===== src/rtl/user_proj_timer_mc.sv =====
// NCH independent up-counting timers sharing one prescaler, with Wishbone
// register access, per-channel PWM outputs and one combined level interrupt.
module user_proj_timer_mc #(
  parameter int NCH   = 4,
  parameter int WIDTH = 32,
  parameter int PRE_W = 16
) (
  input  logic           wb_clk_i,
  input  logic           wb_rst_ni,
  input  logic           wbs_stb_i,
  input  logic           wbs_cyc_i,
  input  logic           wbs_we_i,
  input  logic [3:0]     wbs_sel_i,
  input  logic [31:0]    wbs_adr_i,
  input  logic [31:0]    wbs_dat_i,
  output logic           wbs_ack_o,
  output logic [31:0]    wbs_dat_o,
  output logic [NCH-1:0] pwm_o,
  output logic [NCH-1:0] pwm_oeb_o,
  output logic           irq_o
);

  localparam logic [5:0] ADR_STATUS   = 6'h3C;
  localparam logic [5:0] ADR_PRESCALE = 6'h3D;

  logic [WIDTH-1:0] count  [NCH];
  logic [WIDTH-1:0] period [NCH];
  logic [WIDTH-1:0] shadow [NCH];
  logic [WIDTH-1:0] cmp    [NCH];
  logic [3:0]       ctrl   [NCH];

  logic [NCH-1:0]   status;
  logic [NCH-1:0]   term;
  logic [NCH-1:0]   st_clr;
  logic [NCH-1:0]   pwm_en;
  logic [NCH-1:0]   irq_en;
  logic [NCH-1:0]   pwm_nx;
  logic [PRE_W-1:0] prescale;
  logic [PRE_W-1:0] pre_cnt;
  logic [31:0]      wmask;
  logic [31:0]      rdata;
  logic [5:0]       word;
  logic             req;
  logic             wr;
  logic             rd;
  logic             tick;
  logic             wr_pre;
  logic             unused_adr;

  function automatic logic [WIDTH-1:0] merge_w(input logic [WIDTH-1:0] old,
                                               input logic [WIDTH-1:0] nw,
                                               input logic [WIDTH-1:0] m);
    return (old & ~m) | (nw & m);
  endfunction

  function automatic logic [PRE_W-1:0] merge_p(input logic [PRE_W-1:0] old,
                                               input logic [PRE_W-1:0] nw,
                                               input logic [PRE_W-1:0] m);
    return (old & ~m) | (nw & m);
  endfunction

  // The cycle right after an ack never starts a new transfer.
  assign req    = wbs_stb_i & wbs_cyc_i & ~wbs_ack_o;
  assign wr     = req & wbs_we_i;
  assign rd     = req & ~wbs_we_i;
  assign word   = wbs_adr_i[7:2];
  assign wr_pre = wr & (word == ADR_PRESCALE);
  assign tick   = (pre_cnt == prescale);
  assign wmask  = {{8{wbs_sel_i[3]}}, {8{wbs_sel_i[2]}},
                   {8{wbs_sel_i[1]}}, {8{wbs_sel_i[0]}}};
  assign st_clr = (wr && word == ADR_STATUS) ?
                  (wbs_dat_i[NCH-1:0] & wmask[NCH-1:0]) : '0;
  assign pwm_oeb_o  = ~pwm_en;
  assign unused_adr = ^{wbs_adr_i[31:8], wbs_adr_i[1:0]};

  always_comb begin
    term   = '0;
    pwm_en = '0;
    irq_en = '0;
    pwm_nx = '0;
    for (int c = 0; c < NCH; c++) begin
      term[c]   = ctrl[c][0] & tick & (count[c] == period[c]);
      pwm_en[c] = ctrl[c][2];
      irq_en[c] = ctrl[c][3];
      pwm_nx[c] = ctrl[c][2] & (count[c] < cmp[c]);
    end
  end

  always_comb begin
    rdata = '0;
    if (word == ADR_STATUS) begin
      rdata = 32'(status);
    end else if (word == ADR_PRESCALE) begin
      rdata = 32'(prescale);
    end else begin
      for (int c = 0; c < NCH; c++) begin
        if (wbs_adr_i[7:4] == 4'(c)) begin
          case (wbs_adr_i[3:2])
            2'd0:    rdata = 32'(ctrl[c]);
            2'd1:    rdata = 32'(shadow[c]);
            2'd2:    rdata = 32'(cmp[c]);
            default: rdata = 32'(count[c]);
          endcase
        end
      end
    end
  end

  always_ff @(posedge wb_clk_i or negedge wb_rst_ni) begin
    if (!wb_rst_ni) begin
      wbs_ack_o <= 1'b0;
      wbs_dat_o <= '0;
      pwm_o     <= '0;
      irq_o     <= 1'b0;
      status    <= '0;
      prescale  <= '0;
      pre_cnt   <= '0;
      for (int c = 0; c < NCH; c++) begin
        count[c]  <= '0;
        period[c] <= '0;
        shadow[c] <= '0;
        cmp[c]    <= '0;
        ctrl[c]   <= '0;
      end
    end else begin
      wbs_ack_o <= req;
      wbs_dat_o <= rd ? rdata : '0;
      pwm_o     <= pwm_nx;
      irq_o     <= |(status & irq_en);
      // A terminal tick landing on a W1C of the same bit keeps the flag set.
      status    <= (status & ~st_clr) | term;

      if (wr_pre) begin
        prescale <= merge_p(prescale, wbs_dat_i[PRE_W-1:0], wmask[PRE_W-1:0]);
        pre_cnt  <= '0;
      end else if (tick) begin
        pre_cnt <= '0;
      end else begin
        pre_cnt <= pre_cnt + PRE_W'(1);
      end

      for (int c = 0; c < NCH; c++) begin
        if (term[c]) begin
          if (ctrl[c][1]) begin
            ctrl[c][0] <= 1'b0;
          end else begin
            count[c]  <= '0;
            period[c] <= shadow[c];
          end
        end else if (ctrl[c][0] && tick) begin
          count[c] <= count[c] + WIDTH'(1);
        end

        // Register writes are ordered last so they override the counter.
        if (wr && wbs_adr_i[7:4] == 4'(c)) begin
          case (wbs_adr_i[3:2])
            2'd0: begin
              if (wbs_sel_i[0]) begin
                ctrl[c] <= wbs_dat_i[3:0];
                if (wbs_dat_i[0] && !ctrl[c][0]) begin
                  count[c]  <= '0;
                  period[c] <= shadow[c];
                end
              end
            end
            2'd1:    shadow[c] <= merge_w(shadow[c], wbs_dat_i[WIDTH-1:0], wmask[WIDTH-1:0]);
            2'd2:    cmp[c]    <= merge_w(cmp[c], wbs_dat_i[WIDTH-1:0], wmask[WIDTH-1:0]);
            default: ;
          endcase
        end
      end
    end
  end

endmodule


===== config.mk =====
export PLATFORM = sky130hd
export DESIGN_NAME = user_proj_timer_mc
export DESIGN_NICKNAME = d
export VERILOG_FILES = /design/src/rtl/user_proj_timer_mc.sv
export SDC_FILE = /design/constraint.sdc
export NUM_CORES = 2
export LEC_CHECK = 0
export CORE_MARGIN = 5
export CORE_UTILIZATION = 40
export CTS_CLUSTER_DIAMETER = 40
export CTS_CLUSTER_SIZE = 16
export DETAILED_ROUTE_END_ITERATION = 6
export PLACE_DENSITY = 0.57
export SLEW_MARGIN = 5
export SYNTH_ARGS = -nofsm -noshare
export SYNTH_HDL_FRONTEND = slang
export SYNTH_SLANG_ARGS = --single-unit

===== constraint.sdc =====
create_clock -name wb_clk_i -period 2.87 [get_ports wb_clk_i]
set_input_delay 0.574 -clock wb_clk_i [delete_from_list [all_inputs] [get_ports wb_clk_i]]
set_output_delay 0.574 -clock wb_clk_i [all_outputs]
set_load 0.02 [all_outputs]

# ---- After elaboration in Yosys (flattened, before gate mapping)
# Index checks and enable logic that the tools add are counted.
dict set report op_classes {
  n_addsub 5
  n_mul 0
  div 0
  order_cmp 4
  eq_ne 12
  shift 0
  muxes 86
  bitwise_logic 47
  reduce_logical 32
}
# op count
set ops {}
lappend ops {{32-bit two-way mux} 59}
lappend ops {{32-bit one-hot mux with 3 select lines} 4}
lappend ops {{32-bit bitwise AND} 9}
lappend ops {{32-bit bitwise OR} 8}
lappend ops {{32-bit by 1-bit adder with 32-bit output (second input constant)} 4}
lappend ops {{32-bit == test} 4}
lappend ops {{32-bit less-than comparator} 4}
lappend ops {{16-bit bitwise AND} 2}
lappend ops {{16-bit two-way mux} 2}
lappend ops {{32-bit inverter} 1}
lappend ops {{1-bit two-way mux} 20}
lappend ops {{1-bit bitwise AND} 17}
lappend ops {{16-bit by 1-bit adder with 16-bit output (second input constant)} 1}
lappend ops {{16-bit == test} 1}
lappend ops {{16-bit inverter} 1}
lappend ops {{16-bit bitwise OR} 1}
lappend ops {{2-bit AND reduction} 8}
lappend ops {{1-bit logical AND} 13}
lappend ops {{4-bit bitwise AND} 3}
lappend ops {{6-bit == test (second input constant)} 2}
lappend ops {{3-bit AND reduction} 4}
lappend ops {{4-bit by 2-bit == test with 1-bit output (second input constant)} 2}
lappend ops {{4-bit inverter} 2}
lappend ops {{4-bit by 1-bit == test with 1-bit output (second input constant)} 1}
lappend ops {{9 further kinds} 13}
dict set report word_totals {
  reg_bits 602
  latchBits 0
  ramBits 0
  rom_bits 0
  output_inout_bits 42
  wordCells 217
  mem_count 0
}

# ---- Depth between registers and ports, before layout
dict set report logic_depth {
  depth_word 9
  ltp_mapped 11
  mapped_depth_nobuf 8
}

# ---- Least setup slack after synthesis
# No wires, ideal clock.
dict set report synth_timing {
  path_kind {in2reg}
  from {in wbs_adr_i[5]}
  to {reg period[122] (netlist name)}
  setup_ns 0.128
  t_arrival_ns 2.500
  path_slack_ns 0.242
  cell_stages 6
  path_buffers 2
  cell_sequence {buf_2 > or3_1 > or3_1 > o32ai_4 > buf_2 > mux2_1}
}
dict set report synth_via {
  elab_chain_len 3
}
# item line
set synth_rtl {}
lappend synth_rtl {{start: declaration} 14} ;# input logic [31:0] wbs_adr_i,
lappend synth_rtl {{4-bit zero test} 155} ;# if (wr && wbs_adr_i[7:4] == 4'(c)) begin
lappend synth_rtl {{1-bit logical AND} 155}
lappend synth_rtl {{32-bit two-way mux} 155}
lappend synth_rtl {{end signal: indexed assignment} 148} ;# period[c] <= shadow[c];
lappend synth_rtl {{end signal: indexed assignment} 162} ;# period[c] <= shadow[c];
lappend synth_rtl {{end: declaration} 27} ;# logic [WIDTH-1:0] period [NCH];
# Every way passes these cells.
# A chain may end at the register's enable or synchronous reset.

==> flow_metrics.py <==
metrics = {
    "place": {
        "gp_congestion": 0.926,
        "place_worst_setup_slack_ns": -0.395,
        "port_buffers": 88,
        "dp_cells": 4416,
        "hpwlAfterDp_um": 85600,
    },
    "floorplan": {
        "die_h_um": 298,
        "die_area_um2": 88800,
        "die_x_um": 298,
        "start_util_pct": 40.4,
        "num_rows": 105,
        "core_um2": 82100,
        "ios": 115,
    },
    "power_and_ir_drop": {
        "power_frac_comb_pct": 14.4,
        "swShare_pct": 29.6,
        "p_per_area_nw_per_um2": 635,
        "p_int_uw": 18400,
        "power.total_uw": 26200,
        "leakagePower_uw": 0.0190,
        "vdd_drop_max_mv": 0.488,
        "switching_power_uw": 7750,
        "seqPwrFrac_pct": 35.2,
        "clockPowerShare_pct": 50.5,
    },
    "yosys": {
        "synth_edf_count": 0,
        "netlist_area_um2": 33200,
        "synth.net_count": 3349,
        "ys_types": 74,
        "synthSimpleGateAreaFrac_pct": 12.6,
        "yosysMostFrequentCell": "dfrtp_1",
        "ys_ff_latch": 602,
        "synth_xor_area_share_pct": 5.41,
        "postSynthAreaPerCell_um2": 10.5,
        "synth_cells": 3147,
        "synthTopCellsByCount": "dfrtp_1, mux2_2, nand2_1, nor2_1, o21ai_0",
        "synth_top_area_share_pct": 45.4,
        "netlist_top_cells_area": "dfrtp_1, mux2_2, ha_1",
        "synth_compound_area_share_pct": 11.9,
        "async_flop_share_pct": 100,
        "ys_warn_count": 0,
        "yosys.area.top_type": "dfrtp_1",
        "seq_area_frac_synth_pct": 45.4,
        "synth-main-ff-cell": "dfrtp_1",
        "synth_mux_area_share_pct": 15.7,
        "synth_top_family_by_area": "multiplexers",
        "synthAdderAreaFrac_pct": 4.87,
    },
    "routing": {
        "avgViaCountPerCell": 5.90,
        "wl_um": 117000,
        "ant_nets": 0,
        "drt_pass1_iterations": 6,
        "drcViolationCount": 0,
        "num_vias": 27300,
        "routedWlPerCell_um": 25.2,
        "wl_met3_um": 8490,
        "top_layer": "met4",
        "drt_iter0_markers": 2807,
        "route.layer.met1.wl_um": 53000,
        "wl_met2_um": 50100,
    },
    "final_layout": {
        "syn2layout_area_growth_pct": 24.4,
        "fillers": 7302,
        "final_util_pct": 50.3,
        "drive_above_1_share_pct": 26.3,
        "seq_area_um2": 15100,
        "fin_nets": 3659,
        "stdcell_count": 4627,
        "multi_input_area_um2": 16800,
    },
    "sta": {
        "hold_viol": 0,
        "timing.slew.headroom_pct": 31.1,
        "slew_violations": 0,
        "finalCritPeriodShare_pct": 98.8,
        "setup_viol": 0,
        "fmax_mhz": 353,
        "rsz0062_at_grt": "false",
        "worst_slew_pin_slew_ns": 1.03,
        "post-route-worst-setup-slack_ns": 0.0356,
        "period_needed_ns": 2.83,
        "finClkSkew_ns": 0.0323,
        "setup_tns_ns": 0,
    },
    "grt": {
        "grt_pass1_wl_um": 176000,
        "overflow": 0,
        "grt_max_degree": 104,
        "antenna_found_initial": 4,
        "grt_use_total_pct": 25.7,
        "first_global_vias": 27500,
    },
    "clock_network": {
        "clkSinkCount": 602,
        "htreeDepth": 3,
        "cts-root-buf": "clkbuf_16",
        "path_clk_slew_ns": 0.06,
        "tritoncts": "done",
        "cts_made_buffers": 108,
        "cts.path.max_buffers": 3,
        "clock_latency_ns": 0.66,
    },
    "setup_path": {
        "critical_path_required_ns": 3.40,
        "critPathKind": "register to register",
        "rr_endpoint": "period[79]",
        "regToRegSetupSlack_ns": 0.04,
        "start_kind": "register",
        "crit_fanout": 20,
        "cp-endpoint": "period[79]",
        "setup.worst_path.end_class": "register",
        "reg2regPathDepth": 8,
        "critPathArrivalTime_ns": 3.37,
    },
    "flow_run": {
        "maxCapViolations": 0,
    },
    "min_path": {
        "worst_hold_path_type": "primary input to async pin",
    },
    "outcome": {
        "outcome": "complete, no violations",
    },
}
==> how the worst min path moves through the flow <==
stage / endpoint / slack (ns) / cells past startpoint
final: period[118] / 0.43 / 2
after global placement: wbs_ack_o / 0.45 / 1
after detailed placement: wbs_ack_o / 0.46 / 1
after floorplan: async pin / 0.28 / 0
after global routing: period[116] / 0.47 / 2
after CTS: count[123] / 0.43 / 2
==> layout make-up <==
cell class,count,share of cell area [%]
Sequential cell,602,36.5
Clock inverter,82,2.24
Tap cell,1070,3.24
Timing Repair Buffer,385,8.85
Inverter,153,1.39
Multi-Input combinational cell,2207,40.8
Antenna cell,5,0.0303
Clock buffer,123,6.96
==> what timing repair did <==
action,4_1_cts,5_1_grt
resized for setup,3,12
hold endpoints to repair,36,0
pin swaps,0,3
setup endpoints to repair,95,90
hold buffers,1,0
setup buffers,0,1
==> cell families after synthesis <==
family / count (synthesis)
xor gates and xnor gates: 205
muxes: 447
and+or+nand+nor: 837
AOI/OAI and AO/OA: 589
buffers and inverters: 338
DFF: 602
adders and majority gates: 129
==> power groups by stage <==
stage	Combinational [µW]	Sequential [µW]	Clock (µW)
floorplan	1920	9230	0
global placement	3560	9330	0
detailed placement	3640	9340	0
CTS	3690	9200	13400
global route	4010	9250	13800
finish	3770	9210	13200
==> layout by cell type, fill, tap and decap left out, types with 16 or more instances in the layout <==
cell	n
a221oi_1	67
and4_1	18
a211oi_1	23
nor4_1	30
clkbuf_16	110
nand3_1	58
a22oi_1	56
ha_1	129
nor3_1	43
buf_12	42
buf_4	252
or4_1	18
mux2_2	379
dfrtp_1	601
o22ai_1	34
a21oi_1	99
or3_1	26
inv_6	17
nor2_1	187
and3_1	31
mux4_2	16
a2111oi_0	23
inv_1	153
o31ai_1	20
nand2_1	258
mux2_1	47
xnor2_1	109
nand4_1	102
o21ai_0	166
a21o_1	37
xor2_1	94
clkdlybuf4s50_1	85
clkinv_4	19
==> layer usage <==
layer / track usage [%] / vias to the layer above
met2: 37.7 / 1210
met1: 37.7 / 13700
met4: 11.0 / 0
met3: 4.30 / 223
met5: 0 / -
li1: - / 12100
==> metrics by stage <==
stage | instance area, µm² | hold WS, ns
floorplan | 33200 | 0.278
global placement | 37400 | 0.449
detailed placement | 37400 | 0.457
CTS | 41200 | 0.429
global route | 41300 | 0.469
finish | 41300 | 0.432
==> critical path, cell delays in order (launching register included) <==
cell and delay (ns):
dfrtp_1 0.44, xor2_1 0.17, nor4_1 0.41, and4_4 0.44
buf_4 0.16, nand2_1 0.09, o31ai_4 0.42, buf_12 0.23
mux2_1 0.34
No activity file was read; power rests on OpenSTA's default activity.
